`src/rtl/count_uart_tx.sv`:
```
// UART reporter for the 4-bit counter: each new value is sent as an ASCII hex digit plus LF.
// One pending slot; a value overwritten before transmission raises a one-cycle overrun pulse.
module count_uart_tx #(
    parameter int unsigned BAUD_DIV = 104
) (
    input  logic       clk_in,
    input  logic       rstn,
    input  logic [3:0] data,
    output logic       tx,
    output logic       busy,
    output logic       overrun
);

    localparam int unsigned    CntW   = (BAUD_DIV > 1) ? $clog2(BAUD_DIV) : 1;
    localparam logic [CntW-1:0] CntMax = CntW'(BAUD_DIV - 1);

    typedef enum logic [1:0] {StIdle, StStart, StData, StStop} state_e;

    state_e          state_q, state_d;
    logic [CntW-1:0] baud_q, baud_d;
    logic [2:0]      bit_q, bit_d;
    logic [7:0]      shift_q, shift_d;
    logic            char_idx_q, char_idx_d;
    logic [3:0]      data_q, data_d;
    logic [3:0]      pend_q, pend_d;
    logic            pend_valid_q, pend_valid_d;
    logic            tx_q, tx_d;
    logic            busy_q, busy_d;
    logic            ovr_q, ovr_d;

    logic baud_end;
    logic consume;
    logic changed;

    function automatic logic [7:0] hex_ascii(input logic [3:0] v);
        if (v < 4'd10) begin
            return 8'h30 + {4'b0000, v};
        end else begin
            return 8'h37 + {4'b0000, v};
        end
    endfunction

    assign baud_end = (baud_q == CntMax);
    assign consume  = (state_q == StIdle) && pend_valid_q;
    assign changed  = (data != data_q);

    // Change detect and the single pending slot
    always_comb begin
        data_d       = data_q;
        pend_d       = pend_q;
        pend_valid_d = pend_valid_q;
        ovr_d        = 1'b0;
        if (changed) begin
            data_d       = data;
            pend_d       = data;
            pend_valid_d = 1'b1;
            ovr_d        = pend_valid_q && !consume;
        end else if (consume) begin
            pend_valid_d = 1'b0;
        end
    end

    // tx_d/busy_d follow the next state so both outputs come straight from flops
    always_comb begin
        state_d    = state_q;
        baud_d     = baud_q;
        bit_d      = bit_q;
        shift_d    = shift_q;
        char_idx_d = char_idx_q;
        tx_d       = tx_q;
        busy_d     = busy_q;
        case (state_q)
            StIdle: begin
                tx_d   = 1'b1;
                busy_d = 1'b0;
                baud_d = '0;
                if (pend_valid_q) begin
                    shift_d    = hex_ascii(pend_q);
                    char_idx_d = 1'b0;
                    state_d    = StStart;
                    tx_d       = 1'b0;
                    busy_d     = 1'b1;
                end
            end
            StStart: begin
                if (baud_end) begin
                    baud_d  = '0;
                    bit_d   = 3'd0;
                    state_d = StData;
                    tx_d    = shift_q[0];
                end else begin
                    baud_d = baud_q + CntW'(1);
                end
            end
            StData: begin
                if (baud_end) begin
                    baud_d  = '0;
                    shift_d = {1'b0, shift_q[7:1]};
                    if (bit_q == 3'd7) begin
                        state_d = StStop;
                        tx_d    = 1'b1;
                    end else begin
                        bit_d = bit_q + 3'd1;
                        tx_d  = shift_q[1];
                    end
                end else begin
                    baud_d = baud_q + CntW'(1);
                end
            end
            StStop: begin
                if (baud_end) begin
                    baud_d = '0;
                    if (!char_idx_q) begin
                        char_idx_d = 1'b1;
                        shift_d    = 8'h0A;
                        state_d    = StStart;
                        tx_d       = 1'b0;
                    end else begin
                        state_d = StIdle;
                        tx_d    = 1'b1;
                        busy_d  = 1'b0;
                    end
                end else begin
                    baud_d = baud_q + CntW'(1);
                end
            end
            default: begin
                state_d = StIdle;
                tx_d    = 1'b1;
                busy_d  = 1'b0;
            end
        endcase
    end

    always_ff @(posedge clk_in or negedge rstn) begin
        if (!rstn) begin
            state_q      <= StIdle;
            baud_q       <= '0;
            bit_q        <= 3'd0;
            shift_q      <= 8'h00;
            char_idx_q   <= 1'b0;
            data_q       <= 4'd0;
            pend_q       <= 4'd0;
            pend_valid_q <= 1'b0;
            tx_q         <= 1'b1;
            busy_q       <= 1'b0;
            ovr_q        <= 1'b0;
        end else begin
            state_q      <= state_d;
            baud_q       <= baud_d;
            bit_q        <= bit_d;
            shift_q      <= shift_d;
            char_idx_q   <= char_idx_d;
            data_q       <= data_d;
            pend_q       <= pend_d;
            pend_valid_q <= pend_valid_d;
            tx_q         <= tx_d;
            busy_q       <= busy_d;
            ovr_q        <= ovr_d;
        end
    end

    assign tx      = tx_q;
    assign busy    = busy_q;
    assign overrun = ovr_q;

endmodule

```
`config.mk`:
```
export PLATFORM = sky130hd
export DESIGN_NAME = count_uart_tx
export DESIGN_NICKNAME = d
export VERILOG_FILES = /design/src/rtl/count_uart_tx.sv
export SDC_FILE = /design/constraint.sdc
export NUM_CORES = 1
export LEC_CHECK = 0
export BUFFER_PORTS_ARGS = -buffer_cell sky130_fd_sc_hd__buf_4
export CELL_PAD_IN_SITES_DETAIL_PLACEMENT = 1
export CELL_PAD_IN_SITES_GLOBAL_PLACEMENT = 1
export CORE_AREA = 5 5 61 63
export CTS_BUF_LIST = sky130_fd_sc_hd__clkbuf_8
export CTS_CLUSTER_DIAMETER = 100
export DETAILED_ROUTE_END_ITERATION = 8
export DIE_AREA = 0 0 66 68
export PLACE_DENSITY_LB_ADDON = 0.1
export SLEW_MARGIN = 0
export SYNTH_ARGS = -nofsm -noshare
export SYNTH_HDL_FRONTEND = slang
export SYNTH_SLANG_ARGS = --single-unit
```
`constraint.sdc`:
```
create_clock -name clk_in -period 5 [get_ports clk_in]
set_input_delay 0.75 -clock clk_in [delete_from_list [all_inputs] [get_ports clk_in]]
set_output_delay 0.75 -clock clk_in [all_outputs]
set_load 0.05 [all_outputs]
```
## Word-level counts from Yosys, hierarchy flattened

Index checks and enable logic that the tools add are counted.

- Register bits: 29
- Word-level logic and storage cells: 80

- Add/sub/neg operators: 4
- Magnitude comparators: 1
- Eq/ne operators: 14
- Mux-type cells: 36
- Reductions and logical operators: 15

Operator list:

| operator | number |
|---|---|
| $mux W8 | 4 |
| $pmux W8 S3 | 1 |
| $ne A2 B2 Y1 const B | 8 |
| $mux W1 | 15 |
| $add A6 B4 Y7 const A | 2 |
| $mux W7 | 2 |
| $pmux W7 S2 | 1 |
| $mux W2 | 5 |
| $reduce_and A5 Y1 | 2 |
| $mux W3 | 3 |
| $reduce_and A3 Y1 | 3 |
| $pmux W2 S4 | 1 |
| $add A7 B1 Y7 const B | 1 |
| $eq A7 B7 Y1 const B | 1 |
| $pmux W3 S2 | 1 |
| $reduce_bool A2 Y1 | 3 |
| $eq A2 B2 Y1 const B | 2 |
| $lt A4 B4 Y1 const B | 1 |
| $ne A4 B4 Y1 | 1 |
| $pmux W1 S2 | 2 |
| $pmux W1 S4 | 1 |
| $reduce_and A4 Y1 | 1 |
| $add A3 B1 Y3 const B | 1 |
| $eq A3 B3 Y1 const B | 1 |
| other kinds (6) | 7 |

## Longest topological paths before layout

- Word-level depth: 5
- Depth in mapped cells: 8
- Depth with buffers taken out: 6

## Worst setup path before layout

Ideal clock, no wire load.

- Path kind: flip-flop to flip-flop
- From: register baud_q[0]
- To: register shift_q[0]
- Library setup time: 125 ps
- Data arrival time: 1802 ps
- Setup slack: 3073 ps
- Cell stages (with the launch flop): 6
- Path buffers: 0
- Path through: dfrtp_1 -> ha_1 -> nand3_2 -> or4_4 -> a31oi_4 -> mux2_2

- Longest elaborated chain between the ends: 3
- Elaborated cells on any way between the ends: 4

RTL lines:

| item | line | source |
|---|---|---|
| start, declared | 20 | `logic [CntW-1:0] baud_q, baud_d;` |
| start signal, assigned | 150 | `baud_q <= baud_d;` |
| $eq A7 B7 Y1 * | 43 | `assign baud_end = (baud_q == CntMax);` |
| $ne A2 B2 Y1 (no source line) | - |  |
| $reduce_and A5 Y1 (no source line) * | - |  |
| end signal, assigned | 152 | `shift_q <= shift_d;` |
| end, declared | 22 | `logic [7:0] shift_q, shift_d;` |

Mark *: on every way between the ends. The rest lies on a longest branch, timed or not.
A chain may end at the register's enable or synchronous reset.

## Worst setup path in the final report

- From: register state_q[0]
- To: register state_q[1]

- Longest elaborated chain between the ends: 3
- Elaborated cells on any way between the ends: 11

RTL lines:

| item | line | source |
|---|---|---|
| start, declared | 19 | `state_e state_q, state_d;` |
| start signal, assigned | 137 | `state_q <= StIdle;` |
| start signal, assigned | 149 | `state_q <= state_d;` |
| $eq A2 B2 Y1, or another cell as far along | 72 | `case (state_q)` |
| $ne A2 B2 Y1 (no source line) | - |  |
| $reduce_and A5 Y1 (no source line) | - |  |

Several ways; a longest one is shown, not always the timed one.

==> impl_metrics.tcl <==
set metrics [dict create \
    critPathKind "reg2reg" \
    area_delta_synth_final_pct 9.75 \
    r2r-end "state_q[1]" \
    synth_cells 154 \
    slew_viol_final 0 \
    drtPass1Iterations 4 \
    initial_utilization 0.496 \
    layout-drive-gt1-share 0.173 \
    rsz0062_at_grt "no" \
    cp_num_buf_inv 1 \
    wl_um 3320 \
    arrival_ns 2.41 \
    dominantRegCellSynth "dfrtp_1" \
    globalRoute.totalOverflow 0 \
    antenna_found_initial 0 \
    path_clk_slew_ns 0.10 \
    slew_headroom 0.591 \
    cp_slowest_cell "dfrtp_1" \
    post-route-period-util 0.448 \
    cts_buffers 3 \
    utilization 0.545 \
    cp-start-kind "register" \
    antenna_cells 0 \
    synth_edf_count 0 \
    cap_violations 0 \
    rows 21 \
    worstPathRequired_ns 5.17 \
    post_drt_wl_per_cell_um 16.5 \
    max-vdd-ir-drop_mv 0.165 \
    dieArea_um2 4490 \
    finClkSkew_ns 0.00252 \
    synth_cell_types 40 \
    drt_iter0_markers 38 \
    ant_nets 0 \
    ios 9 \
    crit_fanout 17 \
    worst_pin_slew_ns 0.614 \
    rrSetupSlack_ns 2.76 \
    yosys_register_bits 28 \
    fmax_mhz 447 \
    grt_pass1_wl_um 5910 \
    dp_hpwl_um 2490 \
    root_buffer "clkbuf_8" \
    p_per_area_nw_per_um2 257 \
    setup-tns-final_ns 0 \
    cts_sinks 28 \
    syn_avg_cell_area_um2 10.2 \
    ff_latch_area_um2 702 \
    clk_latency_ns 0.28 \
    yosys_warnings 0 \
    cpPeakStageDelay_ns 0.45 \
    path_cells "inv_1, ha_1, nor3_1, a31oi_1, a21oi_1, mux2_2" \
    die_height_um 68 \
    p_leak_nw 0.764 \
    track_usage 0.173 \
    crit_family "flip-flops" \
    grt_max_degree 29 \
    final-hold-violation-count 0 \
    vias_per_cell 5.56 \
    min_period_ns 2.24 \
    die_w_um 66 \
    ctsHoldBuffers 0 \
    nNetsFinal 172 \
    syn-num-nets 169 \
    status "finished, final reports clean" \
    min-delay-path-class "in2async" \
    grt_pass1_vias 1219 \
    clk_path_buf_depth 2 \
    dpl_cell_area_um2 1660 \
    core_area_um2 3180 \
    drcViolationCount 0 \
    gp_congestion 0.759 \
    vias 1124 \
    end_kind "register" \
    post_cts_resized 0 \
    tritoncts "built" \
    place_ws_ns 2.81 \
    r2r_start "state_q[0]" \
    io_buffers 8 \
    finalInstanceArea_um2 1730 \
    multi_input_area_um2 803 \
    post_cts_buffers 0 \
    finalSetupViolations 0 \
    async_flop_share 1.00 \
    syn_area_um2 1580 \
    fillCellCount 353 \
    h-tree-depth 1 \
    synth-seq-area-share 0.445 \
    layout_setup_ws_ns 2.76 \
    rr_worst_depth 6 \
]
[flip-flops by register name (all words and copies together) (netlist names)]
signal / cells
shift_q: 7
bit_q: 3
tx: 1
busy: 1
state_q: 2
pend_q: 4
baud_q: 7
pend_valid_q: 1
char_idx_q: 1
overrun: 1
[routing by layer]
metal,GRT usage,share of wire,vias up
met5,0,0,-
met4,0.0533,0.012,0
met3,0.0263,0.018,5
met2,0.290,0.48,10
met1,0.232,0.48,565
li1,-,-,544
[power breakdown]
part / switching [mW] / internal [mW]
logic: 0.0143 / 0.0120
clock network: 0.0737 / 0.107
registers: 0.00551 / 0.233
total: 0.0935 / 0.352
[per-stage QoR]
step / hold slack [ns] / cells / power, mW
6_report: 0.367 / 202 / 0.445
5_1_grt: 0.393 / 202 / 0.462
4_1_cts: 0.381 / 202 / 0.449
3_5_place_dp: 0.470 / 198 / 0.270
3_3_place_gp: 0.443 / 198 / 0.268
2_1_floorplan: 0.430 / 154 / 0.257
[worst register-to-register path, delay by kind of cell (launching register included)]
| kind | cells | cell delay [ns] |
|---|---|---|
| multiplexers | 1 | 0.36 |
| buffers and inverters | 1 | 0.12 |
| adder cells (fa/ha/maj) | 1 | 0.43 |
| AND/OR/NAND/NOR | 1 | 0.44 |
| AO/OA/AOI/OAI | 2 | 0.34 |
| flip-flops | 1 | 0.45 |
[cell usage in the layout, fill, tap and decap left out, types with 5 or more instances in the layout]
master and count:
dfrtp_1 27, o21ai_0 9, nand2_1 9, ha_1 9, buf_4 9, inv_1 8
nor2_1 7, a21oi_1 7, a22o_1 7, xor2_1 6, mux2_2 6, nand2b_1 5
nor3_1 5, nor2b_1 5
[cells in the mapped netlist, types with 2 or more instances]
| cell type | n | area, µm² |
|---|---|---|
| a21oi_1 | 7 | 35.0 |
| nor2b_1 | 5 | 31.3 |
| dfrtp_1 | 27 | 676 |
| nand3_1 | 2 | 10.0 |
| a211o_1 | 2 | 17.5 |
| nand2_1 | 9 | 33.8 |
| nor3_1 | 5 | 25.0 |
| inv_1 | 8 | 30.0 |
| nor2_1 | 7 | 26.3 |
| mux2_2 | 6 | 67.6 |
| and4b_1 | 2 | 20.0 |
| ha_1 | 9 | 113 |
| o21ai_0 | 9 | 45.0 |
| or4_4 | 2 | 22.5 |
| mux2i_1 | 2 | 20.0 |
| a22o_1 | 7 | 61.3 |
| nor3b_1 | 2 | 15.0 |
| xnor2_1 | 3 | 26.3 |
| xor2_1 | 6 | 52.6 |
| clkbuf_1 | 10 | 37.5 |
| nand2b_1 | 5 | 31.3 |
[final cells by class]
class	count	area share
repair buffers	9	0.0390
inverters	8	0.0173
clock inverters	1	0.0173
clock buffers	3	0.0238
flip-flops and latches	28	0.405
well taps	46	0.0332
multi-input cells	107	0.464
[how the worst max path moves through the flow]
stage / start / endpoint / slack, ns / cells after the start
6_report: state_q[0] / state_q[1] / 2.76 / 6
5_1_grt: state_q[0] / state_q[1] / 2.54 / 6
4_1_cts: state_q[0] / state_q[1] / 2.75 / 6
3_5_place_dp: state_q[0] / state_q[1] / 2.81 / 6
3_3_place_gp: state_q[0] / shift_q[3] / 2.89 / 4
2_1_floorplan: baud_q[0] / shift_q[0] / 3.07 / 5
[cell families (layout without fill, tap and decap cells)]
logic type	after synthesis	after routing	share of synthesized area
AO/OA/AOI/OAI	35	35	0.162
XOR/XNOR	9	9	0.0500
adder cells (fa/ha/maj)	9	9	0.0714
buffers and inverters	19	21	0.0460
flip-flops	28	28	0.445
multiplexers	9	9	0.0626
AND/OR/NAND/NOR	45	45	0.163
Power figures use the tool's default switching activity.
